## src/rtl/adder_rs_if.sv

```systemverilog
// Issue-side request and result-broadcast bundle of the adder reservation-station unit.
// The issue stage drives the master side; the unit implements the slave side.
interface adder_rs_if;
   logic        issue;
   logic [5:0]  operation;
   logic [2:0]  execution_unit;
   logic [4:0]  Dest_address;
   logic [4:0]  A_address;
   logic [4:0]  B_address;
   logic        adder_available;
   logic [5:0]  adder_RS_available;
   logic        issue_error;
   logic [5:0]  RS_issued;
   logic [5:0]  RS_executing_adder;
   logic        adder_rts;
   logic [5:0]  RS_finished;
   logic [31:0] result_value;
   logic [4:0]  result_dest;

   modport master (
      output issue, operation, execution_unit, Dest_address, A_address, B_address,
      input  adder_available, adder_RS_available, issue_error, RS_issued,
             RS_executing_adder, adder_rts, RS_finished, result_value, result_dest
   );

   modport slave (
      input  issue, operation, execution_unit, Dest_address, A_address, B_address,
      output adder_available, adder_RS_available, issue_error, RS_issued,
             RS_executing_adder, adder_rts, RS_finished, result_value, result_dest
   );
endinterface

```

## src/rtl/adder_rs_unit.sv

```systemverilog
// Tomasulo-style adder reservation stations with register file, register status table
// and a single multi-cycle adder that broadcasts one result per writeback.
module adder_rs_unit #(
   parameter int NUM_RS        = 3,
   parameter int ADDER_LATENCY = 2
) (
   input  logic      clock,
   input  logic      reset_n,
   adder_rs_if.slave bus
);
   typedef enum logic [1:0] {S_IDLE, S_EXEC, S_WB} state_t;

   localparam int         IDX_W      = (NUM_RS > 1) ? $clog2(NUM_RS) : 1;
   localparam int         CNT_INIT_I = (ADDER_LATENCY > 1) ? ADDER_LATENCY - 2 : 0;
   localparam logic [1:0] CNT_INIT   = 2'(CNT_INIT_I);

   logic             busy   [NUM_RS];
   logic             disp   [NUM_RS];
   logic [2:0]       op_q   [NUM_RS];
   logic [4:0]       dest_q [NUM_RS];
   logic [31:0]      vj     [NUM_RS];
   logic [31:0]      vk     [NUM_RS];
   logic [5:0]       qj     [NUM_RS];
   logic [5:0]       qk     [NUM_RS];
   logic [31:0]      regs   [32];
   logic [5:0]       status [32];

   state_t           state, state_nxt;
   logic [1:0]       cnt;
   logic [5:0]       ex_tag;
   logic [4:0]       ex_dest;
   logic [31:0]      ex_val;

   logic             free_any, rdy_any, dispatch, wb_fire, issue_ok, issue_bad;
   logic [IDX_W-1:0] free_idx, rdy_idx;
   logic [5:0]       src_a_q, src_b_q;
   logic [31:0]      src_a_v, src_b_v;
   logic             unused_unit_code;

   function automatic logic [5:0] tag_of(input logic [2:0] k);
      return 6'd1 << k;
   endfunction

   function automatic logic [31:0] alu(input logic [2:0] op, input logic [31:0] a, input logic [31:0] b);
      case (op)
         3'b000:  alu = a + b;
         3'b001:  alu = a - b;
         3'b100:  alu = a | b;
         3'b101:  alu = a & b;
         3'b110:  alu = ~a;
         3'b111:  alu = a ^ b;
         default: alu = 32'd0;
      endcase
   endfunction

   // The unit code in operation[5:3] is redundant with execution_unit, which alone selects the adder.
   assign unused_unit_code = ^bus.operation[5:3];

   assign wb_fire   = (state == S_WB);
   assign issue_ok  = bus.issue && (bus.execution_unit == 3'b000) && free_any;
   assign issue_bad = bus.issue && !issue_ok;

   assign bus.adder_available    = free_any;
   assign bus.adder_RS_available = free_any ? tag_of(3'(free_idx)) : 6'd0;

   // Lowest-index free station and lowest-index dispatchable station, both from pre-edge state.
   always_comb begin
      free_any = 1'b0;
      free_idx = '0;
      rdy_any  = 1'b0;
      rdy_idx  = '0;
      for (int k = NUM_RS - 1; k >= 0; k--) begin
         if (!busy[k]) begin
            free_any = 1'b1;
            free_idx = IDX_W'(k);
         end
         if (busy[k] && !disp[k] && (qj[k] == 6'd0) && (qk[k] == 6'd0)) begin
            rdy_any = 1'b1;
            rdy_idx = IDX_W'(k);
         end
      end
   end

   // A writeback on the issue edge satisfies a source that is still waiting on its tag.
   always_comb begin
      src_a_q = status[bus.A_address];
      src_a_v = regs[bus.A_address];
      src_b_q = status[bus.B_address];
      src_b_v = regs[bus.B_address];
      if (wb_fire && (src_a_q != 6'd0) && (src_a_q == ex_tag)) begin
         src_a_q = 6'd0;
         src_a_v = ex_val;
      end
      if (wb_fire && (src_b_q != 6'd0) && (src_b_q == ex_tag)) begin
         src_b_q = 6'd0;
         src_b_v = ex_val;
      end
   end

   always_comb begin
      state_nxt = state;
      dispatch  = 1'b0;
      case (state)
         S_IDLE: begin
            if (rdy_any) begin
               dispatch  = 1'b1;
               state_nxt = (ADDER_LATENCY > 1) ? S_EXEC : S_WB;
            end
         end
         S_EXEC:  if (cnt == 2'd0) state_nxt = S_WB;
         S_WB:    state_nxt = S_IDLE;
         default: state_nxt = S_IDLE;
      endcase
   end

   always_ff @(posedge clock or negedge reset_n) begin
      if (!reset_n) state <= S_IDLE;
      else          state <= state_nxt;
   end

   always_ff @(posedge clock or negedge reset_n) begin
      if (!reset_n) begin
         for (int k = 0; k < NUM_RS; k++) begin
            busy[k]   <= 1'b0;
            disp[k]   <= 1'b0;
            op_q[k]   <= 3'd0;
            dest_q[k] <= 5'd0;
            vj[k]     <= 32'd0;
            vk[k]     <= 32'd0;
            qj[k]     <= 6'd0;
            qk[k]     <= 6'd0;
         end
         for (int i = 0; i < 32; i++) begin
            regs[i]   <= 32'(i);
            status[i] <= 6'd0;
         end
         cnt                    <= 2'd0;
         ex_tag                 <= 6'd0;
         ex_dest                <= 5'd0;
         ex_val                 <= 32'd0;
         bus.issue_error        <= 1'b0;
         bus.RS_issued          <= 6'd0;
         bus.RS_executing_adder <= 6'd0;
         bus.adder_rts          <= 1'b0;
         bus.RS_finished        <= 6'd0;
         bus.result_value       <= 32'd0;
         bus.result_dest        <= 5'd0;
      end else begin
         bus.issue_error        <= issue_bad;
         bus.RS_issued          <= issue_ok ? tag_of(3'(free_idx)) : 6'd0;
         bus.RS_executing_adder <= dispatch ? tag_of(3'(rdy_idx)) : 6'd0;
         bus.adder_rts          <= wb_fire;
         bus.RS_finished        <= wb_fire ? ex_tag : 6'd0;
         bus.result_value       <= wb_fire ? ex_val : 32'd0;
         bus.result_dest        <= wb_fire ? ex_dest : 5'd0;

         if (state == S_EXEC) cnt <= cnt - 2'd1;

         // Dispatch: the result is computed here and held until writeback.
         if (dispatch) begin
            cnt           <= CNT_INIT;
            ex_tag        <= tag_of(3'(rdy_idx));
            ex_dest       <= dest_q[rdy_idx];
            ex_val        <= alu(op_q[rdy_idx], vj[rdy_idx], vk[rdy_idx]);
            disp[rdy_idx] <= 1'b1;
         end

         // Writeback: commit, wake up waiters, release the producing station.
         if (wb_fire) begin
            regs[ex_dest] <= ex_val;
            if (status[ex_dest] == ex_tag) status[ex_dest] <= 6'd0;
            for (int k = 0; k < NUM_RS; k++) begin
               if (busy[k] && (qj[k] == ex_tag)) begin
                  vj[k] <= ex_val;
                  qj[k] <= 6'd0;
               end
               if (busy[k] && (qk[k] == ex_tag)) begin
                  vk[k] <= ex_val;
                  qk[k] <= 6'd0;
               end
               if (tag_of(3'(k)) == ex_tag) begin
                  busy[k] <= 1'b0;
                  disp[k] <= 1'b0;
               end
            end
         end

         // Issue comes last so a same-edge rename of the destination wins over the status clear.
         if (issue_ok) begin
            busy[free_idx]   <= 1'b1;
            disp[free_idx]   <= 1'b0;
            op_q[free_idx]   <= bus.operation[2:0];
            dest_q[free_idx] <= bus.Dest_address;
            vj[free_idx]     <= src_a_v;
            qj[free_idx]     <= src_a_q;
            vk[free_idx]     <= src_b_v;
            qk[free_idx]     <= src_b_q;
            status[bus.Dest_address] <= tag_of(3'(free_idx));
         end
      end
   end
endmodule

```

## src/flat_wrapper.sv

```systemverilog
// flat-port wrapper written by rule: the top's interface ports become plain ports
module adder_rs_unit_flat 
#(
   parameter int NUM_RS        = 3,
   parameter int ADDER_LATENCY = 2
)
  (clock, reset_n, bus_issue, bus_operation, bus_execution_unit, bus_Dest_address, bus_A_address, bus_B_address, bus_adder_available, bus_adder_RS_available, bus_issue_error, bus_RS_issued, bus_RS_executing_adder, bus_adder_rts, bus_RS_finished, bus_result_value, bus_result_dest);
  adder_rs_if bus_i ();
  input  logic clock;
  input  logic reset_n;
  input wire logic [$bits(bus_i.issue)-1:0] bus_issue;
  input wire logic [$bits(bus_i.operation)-1:0] bus_operation;
  input wire logic [$bits(bus_i.execution_unit)-1:0] bus_execution_unit;
  input wire logic [$bits(bus_i.Dest_address)-1:0] bus_Dest_address;
  input wire logic [$bits(bus_i.A_address)-1:0] bus_A_address;
  input wire logic [$bits(bus_i.B_address)-1:0] bus_B_address;
  output wire logic [$bits(bus_i.adder_available)-1:0] bus_adder_available;
  output wire logic [$bits(bus_i.adder_RS_available)-1:0] bus_adder_RS_available;
  output wire logic [$bits(bus_i.issue_error)-1:0] bus_issue_error;
  output wire logic [$bits(bus_i.RS_issued)-1:0] bus_RS_issued;
  output wire logic [$bits(bus_i.RS_executing_adder)-1:0] bus_RS_executing_adder;
  output wire logic [$bits(bus_i.adder_rts)-1:0] bus_adder_rts;
  output wire logic [$bits(bus_i.RS_finished)-1:0] bus_RS_finished;
  output wire logic [$bits(bus_i.result_value)-1:0] bus_result_value;
  output wire logic [$bits(bus_i.result_dest)-1:0] bus_result_dest;
  assign bus_i.issue = bus_issue;
  assign bus_i.operation = bus_operation;
  assign bus_i.execution_unit = bus_execution_unit;
  assign bus_i.Dest_address = bus_Dest_address;
  assign bus_i.A_address = bus_A_address;
  assign bus_i.B_address = bus_B_address;
  assign bus_adder_available = bus_i.adder_available;
  assign bus_adder_RS_available = bus_i.adder_RS_available;
  assign bus_issue_error = bus_i.issue_error;
  assign bus_RS_issued = bus_i.RS_issued;
  assign bus_RS_executing_adder = bus_i.RS_executing_adder;
  assign bus_adder_rts = bus_i.adder_rts;
  assign bus_RS_finished = bus_i.RS_finished;
  assign bus_result_value = bus_i.result_value;
  assign bus_result_dest = bus_i.result_dest;
  adder_rs_unit #(.NUM_RS(NUM_RS), .ADDER_LATENCY(ADDER_LATENCY)) u_core (.clock(clock), .reset_n(reset_n), .bus(bus_i));
endmodule
```

## config.mk

```make
export PLATFORM = sky130hd
export DESIGN_NAME = adder_rs_unit_flat
export DESIGN_NICKNAME = d
export VERILOG_FILES = /design/src/rtl/adder_rs_if.sv /design/src/rtl/adder_rs_unit.sv /design/src/flat_wrapper.sv
export SDC_FILE = /design/constraint.sdc
export NUM_CORES = 2
export LEC_CHECK = 0
export BUFFER_PORTS_ARGS = -buffer_cell sky130_fd_sc_hd__buf_4
export CAP_MARGIN = 20
export CELL_PAD_IN_SITES_DETAIL_PLACEMENT = 0
export CELL_PAD_IN_SITES_GLOBAL_PLACEMENT = 2
export CORE_UTILIZATION = 51
export CTS_BUF_LIST = sky130_fd_sc_hd__clkbuf_8
export DETAILED_ROUTE_END_ITERATION = 16
export PLACE_DENSITY = 0.94
export SLEW_MARGIN = 20
export SYNTH_ARGS = -nofsm -noshare
export SYNTH_HDL_FRONTEND = slang
export SYNTH_SLANG_ARGS = --single-unit
export TNS_END_PERCENT = 20
```

## constraint.sdc

```tcl
create_clock -name clock -period 13.5 [get_ports clock]
set_clock_uncertainty 0.15 [all_clocks]
set_input_delay 2.025 -clock clock [delete_from_list [all_inputs] [get_ports clock]]
set_output_delay 2.025 -clock clock [all_outputs]
set_load 0.01 [all_outputs]
```

==> impl_metrics.tcl <==
set metrics [dict create \
    outcome "finished, final reports clean" \
    final.setup.tns_ps 0 \
    floorplan.die.height_microns 411.2 \
    clkSinkCount 1570 \
    post-dp-hpwl_microns 148200 \
    ys_dominant_reg_cell "sky130_fd_sc_hd__dfrtp_1" \
    post_synth_inst_count 6409 \
    maxSlewHeadroom_pct 17.33 \
    post_synth_instance_area_sq_um 85380 \
    grt_overflow_total 0 \
    num_io_pins 91 \
    cts-hold-fix-buffers 0 \
    syn_avg_cell_area_sq_um 13.32 \
    max_clock_freq_mhz 121.4 \
    crit_path_max_fanout 35 \
    flow.area_growth_from_synthesis_pct 9.421 \
    first_pass_iters 6 \
    detail_route.iter0.violations 6014 \
    top_library_cells_by_usage_in_the_layout_fill_and_taps_aside "1,488 x sky130_fd_sc_hd__dfrtp_1, 1,029 x sky130_fd_sc_hd__mux2_2, 792 x sky130_fd_sc_hd__mux4_2" \
    post-route-cell-area_sq_um 93430 \
    end_kind "flop" \
    worst_case_hold_slack_ps 326.2 \
    cts.path.max_buffers 4 \
    dpl-instance-area_sq_um 88020 \
    cts.reportedPaths.clkPinSlew_ps 70 \
    drcViolationCount 0 \
    num_rows 149 \
    layout.cells.most_common "sky130_fd_sc_hd__dfrtp_1" \
    drt-total-wl_microns 255300 \
    vias 58080 \
    instances_no_fill 8703 \
    globalplace.congestion 0.8946 \
    tritoncts_clock_tree "built" \
    cap_violations 0 \
    first_pass_grt_wire_length_microns 384000 \
    synth-compound-area-share_pct 5.778 \
    floorplan.initialDensity_pct 51.58 \
    final-max-slew-violation-count 0 \
    grt_setup_unrepaired "false" \
    synth_top_family_by_area "multiplexers" \
    p_leak_nw 43.22 \
    synth_xor_xnor_area_share_pct 0.9130 \
    place.detailed.instances 8229 \
    crit_path_start_kind "flop" \
    timing.final.setup_violations 0 \
    portBuffers 78 \
    worstSetupPathType "flop to flop" \
    cts-resized-gates 0 \
    initial_antenna_violation_count 13 \
    ys_async_sr_fraction_pct 100.0 \
    synthSimpleGateAreaFrac_pct 6.694 \
    ant_nets 0 \
    grt.total_usage_pct 30.50 \
    cts_max_level 5 \
    timing.final.hold_violations 0 \
    peakVddDrop_v 0.0001908 \
    wire_per_inst_microns 29.34 \
    period_utilization_post_route_pct 61.02 \
    via_count_of_the_first_global_routing_pass 59410 \
    yosys_register_bits 1570 \
    power_mw 18.85 \
    post_synth_mux_area_share_pct 35.92 \
    fin_crit_ps 8238 \
    core_area_sq_um 165500 \
    worst-slew-pin-transition_ps 1227 \
    dieWidth_microns 411.2 \
    num-nets-final 6455 \
    worst-endpoint-required_ps 14290 \
    drive_gt1_share_pct 40.29 \
    cts-buffers-inserted 287 \
    post-cts-setup-buffer-count 0 \
    post_synth_fa_ha_maj_area_fraction_pct 1.445 \
    number_of_enable_flip_flop_cells_after_synthesis 0 \
    synth-seq-area-share_pct 46.13 \
    worst_skew_pair.late_latency_ps 1050 \
    arrival_ps 9030 \
    power_density_nw_per_um2 201.7 \
    grt_max_degree 182 \
    yosys_warnings 0 \
    vias_per_cell 6.673 \
    min_path_type "flop to flop" \
    cts_root_buf "sky130_fd_sc_hd__clkbuf_8" \
    die_outline_area_sq_um 169100 \
    synth.distinct_cells 76 \
]
-- sequential cells by signal, indices dropped and copies added (netlist names), 5 cells and up --
| register | cells |
|---|---|
| u_core.vj | 96 |
| u_core.op_q | 9 |
| u_core.vk | 96 |
| u_core.qj | 18 |
| u_core.dest_q | 15 |
| u_core.regs | 1024 |
| u_core.ex_val | 32 |
| u_core.bus.result_dest | 5 |
| u_core.bus.result_value | 32 |
| u_core.status | 192 |
| u_core.qk | 18 |
| u_core.ex_dest | 5 |
-- logic make-up (layout without fill, tap and decap cells) --
group / Yosys count / after routing
flip-flops: 1570 / 1570
buffers and inverters: 694 / 787
other: 1 / 13
multiplexers: 1945 / 1945
AND/OR/NAND/NOR: 1272 / 1272
AO/OA/AOI/OAI: 740 / 740
XOR/XNOR: 89 / 89
adder cells (fa/ha/maj): 98 / 98
-- power by group --
| group | switching, mW | internal (mW) |
|---|---|---|
| Clock | 2.01 | 2.36 |
| Combinational | 5.02 | 3.31 |
| Sequential | 0.568 | 5.58 |
-- cells in the mapped netlist (15+ instances only) --
cell type | instances | share of area (%)
sky130_fd_sc_hd__mux2_2 | 1029 | 14
sky130_fd_sc_hd__a22o_1 | 106 | 1.1
sky130_fd_sc_hd__buf_1 | 163 | 0.72
sky130_fd_sc_hd__nand2_1 | 363 | 1.6
sky130_fd_sc_hd__a211oi_1 | 15 | 0.13
sky130_fd_sc_hd__nand4_1 | 21 | 0.15
sky130_fd_sc_hd__nor4_1 | 29 | 0.21
sky130_fd_sc_hd__a21oi_1 | 97 | 0.57
sky130_fd_sc_hd__or3b_2 | 18 | 0.18
sky130_fd_sc_hd__xnor2_1 | 78 | 0.80
sky130_fd_sc_hd__nand3_1 | 29 | 0.17
sky130_fd_sc_hd__a31oi_1 | 46 | 0.34
sky130_fd_sc_hd__nand2b_1 | 25 | 0.18
sky130_fd_sc_hd__nor2b_1 | 75 | 0.55
sky130_fd_sc_hd__o22ai_1 | 239 | 1.8
sky130_fd_sc_hd__mux2i_1 | 124 | 1.5
sky130_fd_sc_hd__o21ai_0 | 101 | 0.59
sky130_fd_sc_hd__dfrtp_1 | 1490 | 44
sky130_fd_sc_hd__mux4_2 | 792 | 21
sky130_fd_sc_hd__nor2_1 | 551 | 2.4
sky130_fd_sc_hd__a22oi_1 | 29 | 0.25
sky130_fd_sc_hd__ha_1 | 97 | 1.4
sky130_fd_sc_hd__and2_1 | 81 | 0.59
sky130_fd_sc_hd__nor3_1 | 36 | 0.21
sky130_fd_sc_hd__clkbuf_1 | 431 | 1.9
sky130_fd_sc_hd__inv_1 | 74 | 0.33
sky130_fd_sc_hd__a21o_1 | 24 | 0.21
sky130_fd_sc_hd__dfstp_2 | 80 | 2.5
-- critical path: stages, from the launching register on --
cell and delay, ps:
sky130_fd_sc_hd__dfrtp_1 410, sky130_fd_sc_hd__or4_1 1020, sky130_fd_sc_hd__nor4_4 730, sky130_fd_sc_hd__nand2_1 600, sky130_fd_sc_hd__o22ai_1 460, sky130_fd_sc_hd__a21o_1 170
sky130_fd_sc_hd__buf_4 400, sky130_fd_sc_hd__nand3_1 520, sky130_fd_sc_hd__nor2_1 230, sky130_fd_sc_hd__a21oi_1 100, sky130_fd_sc_hd__fa_1 480, sky130_fd_sc_hd__a21o_1 200
sky130_fd_sc_hd__a21o_1 220, sky130_fd_sc_hd__a2111oi_0 580, sky130_fd_sc_hd__o31ai_1 220, sky130_fd_sc_hd__a31o_2 330, sky130_fd_sc_hd__a21oi_1 370, sky130_fd_sc_hd__o311ai_0 320
sky130_fd_sc_hd__nand2_1 220, sky130_fd_sc_hd__mux2i_1 100, sky130_fd_sc_hd__a221oi_1 290
-- stage by stage --
step           worst slack (ps)  utilization [%]
5_1_grt                    4866            56.43
3_5_place_dp               5318            53.17
3_3_place_gp               5368            53.17
6_report                   5262            56.43
4_1_cts                    5335            56.41
2_1_floorplan              7257                -
-- metal layers --
layer	global-route usage [%]	part of all wire [%]
met3	7.772	9.7
met5	0	0.016
met1	41.45	40
met4	12.27	3.9
met2	47.03	47
-- final cells by class --
type,instances,area [sq um]
inverter,79,296.5
fill,13140,72120
sequential,1570,39390
clock buffer,347,4776
clock inverter,124,588.1
antenna,2,5.005
tap,2189,2739
timing repair buffer,237,1936
multi-input combinational,4155,43690
-- worst paths after layout --
check	endpoint	slack, ps	startpoint	depth (start not counted)
worst max-delay path	u_core.ex_val[28]$_DFFE_PN0P_	5260	u_core.qj[0]$_DFF_PN0_	20
worst min-delay path	u_core.dest_q[9]$_DFFE_PN0P_	330	u_core.dest_q[9]$_DFFE_PN0P_	2
worst max register to register	u_core.ex_val[28]$_DFFE_PN0P_	5260	u_core.qj[0]$_DFF_PN0_	20
worst min register to register	u_core.dest_q[9]$_DFFE_PN0P_	330	u_core.dest_q[9]$_DFFE_PN0P_	2
max in group asynchronous	u_core.regs[115]$_DFFE_PN0P_	9210	reset_n	4
min in group asynchronous	u_core.regs[931]$_DFFE_PN0P_	860	reset_n	1
Power figures use the tool's default switching activity.
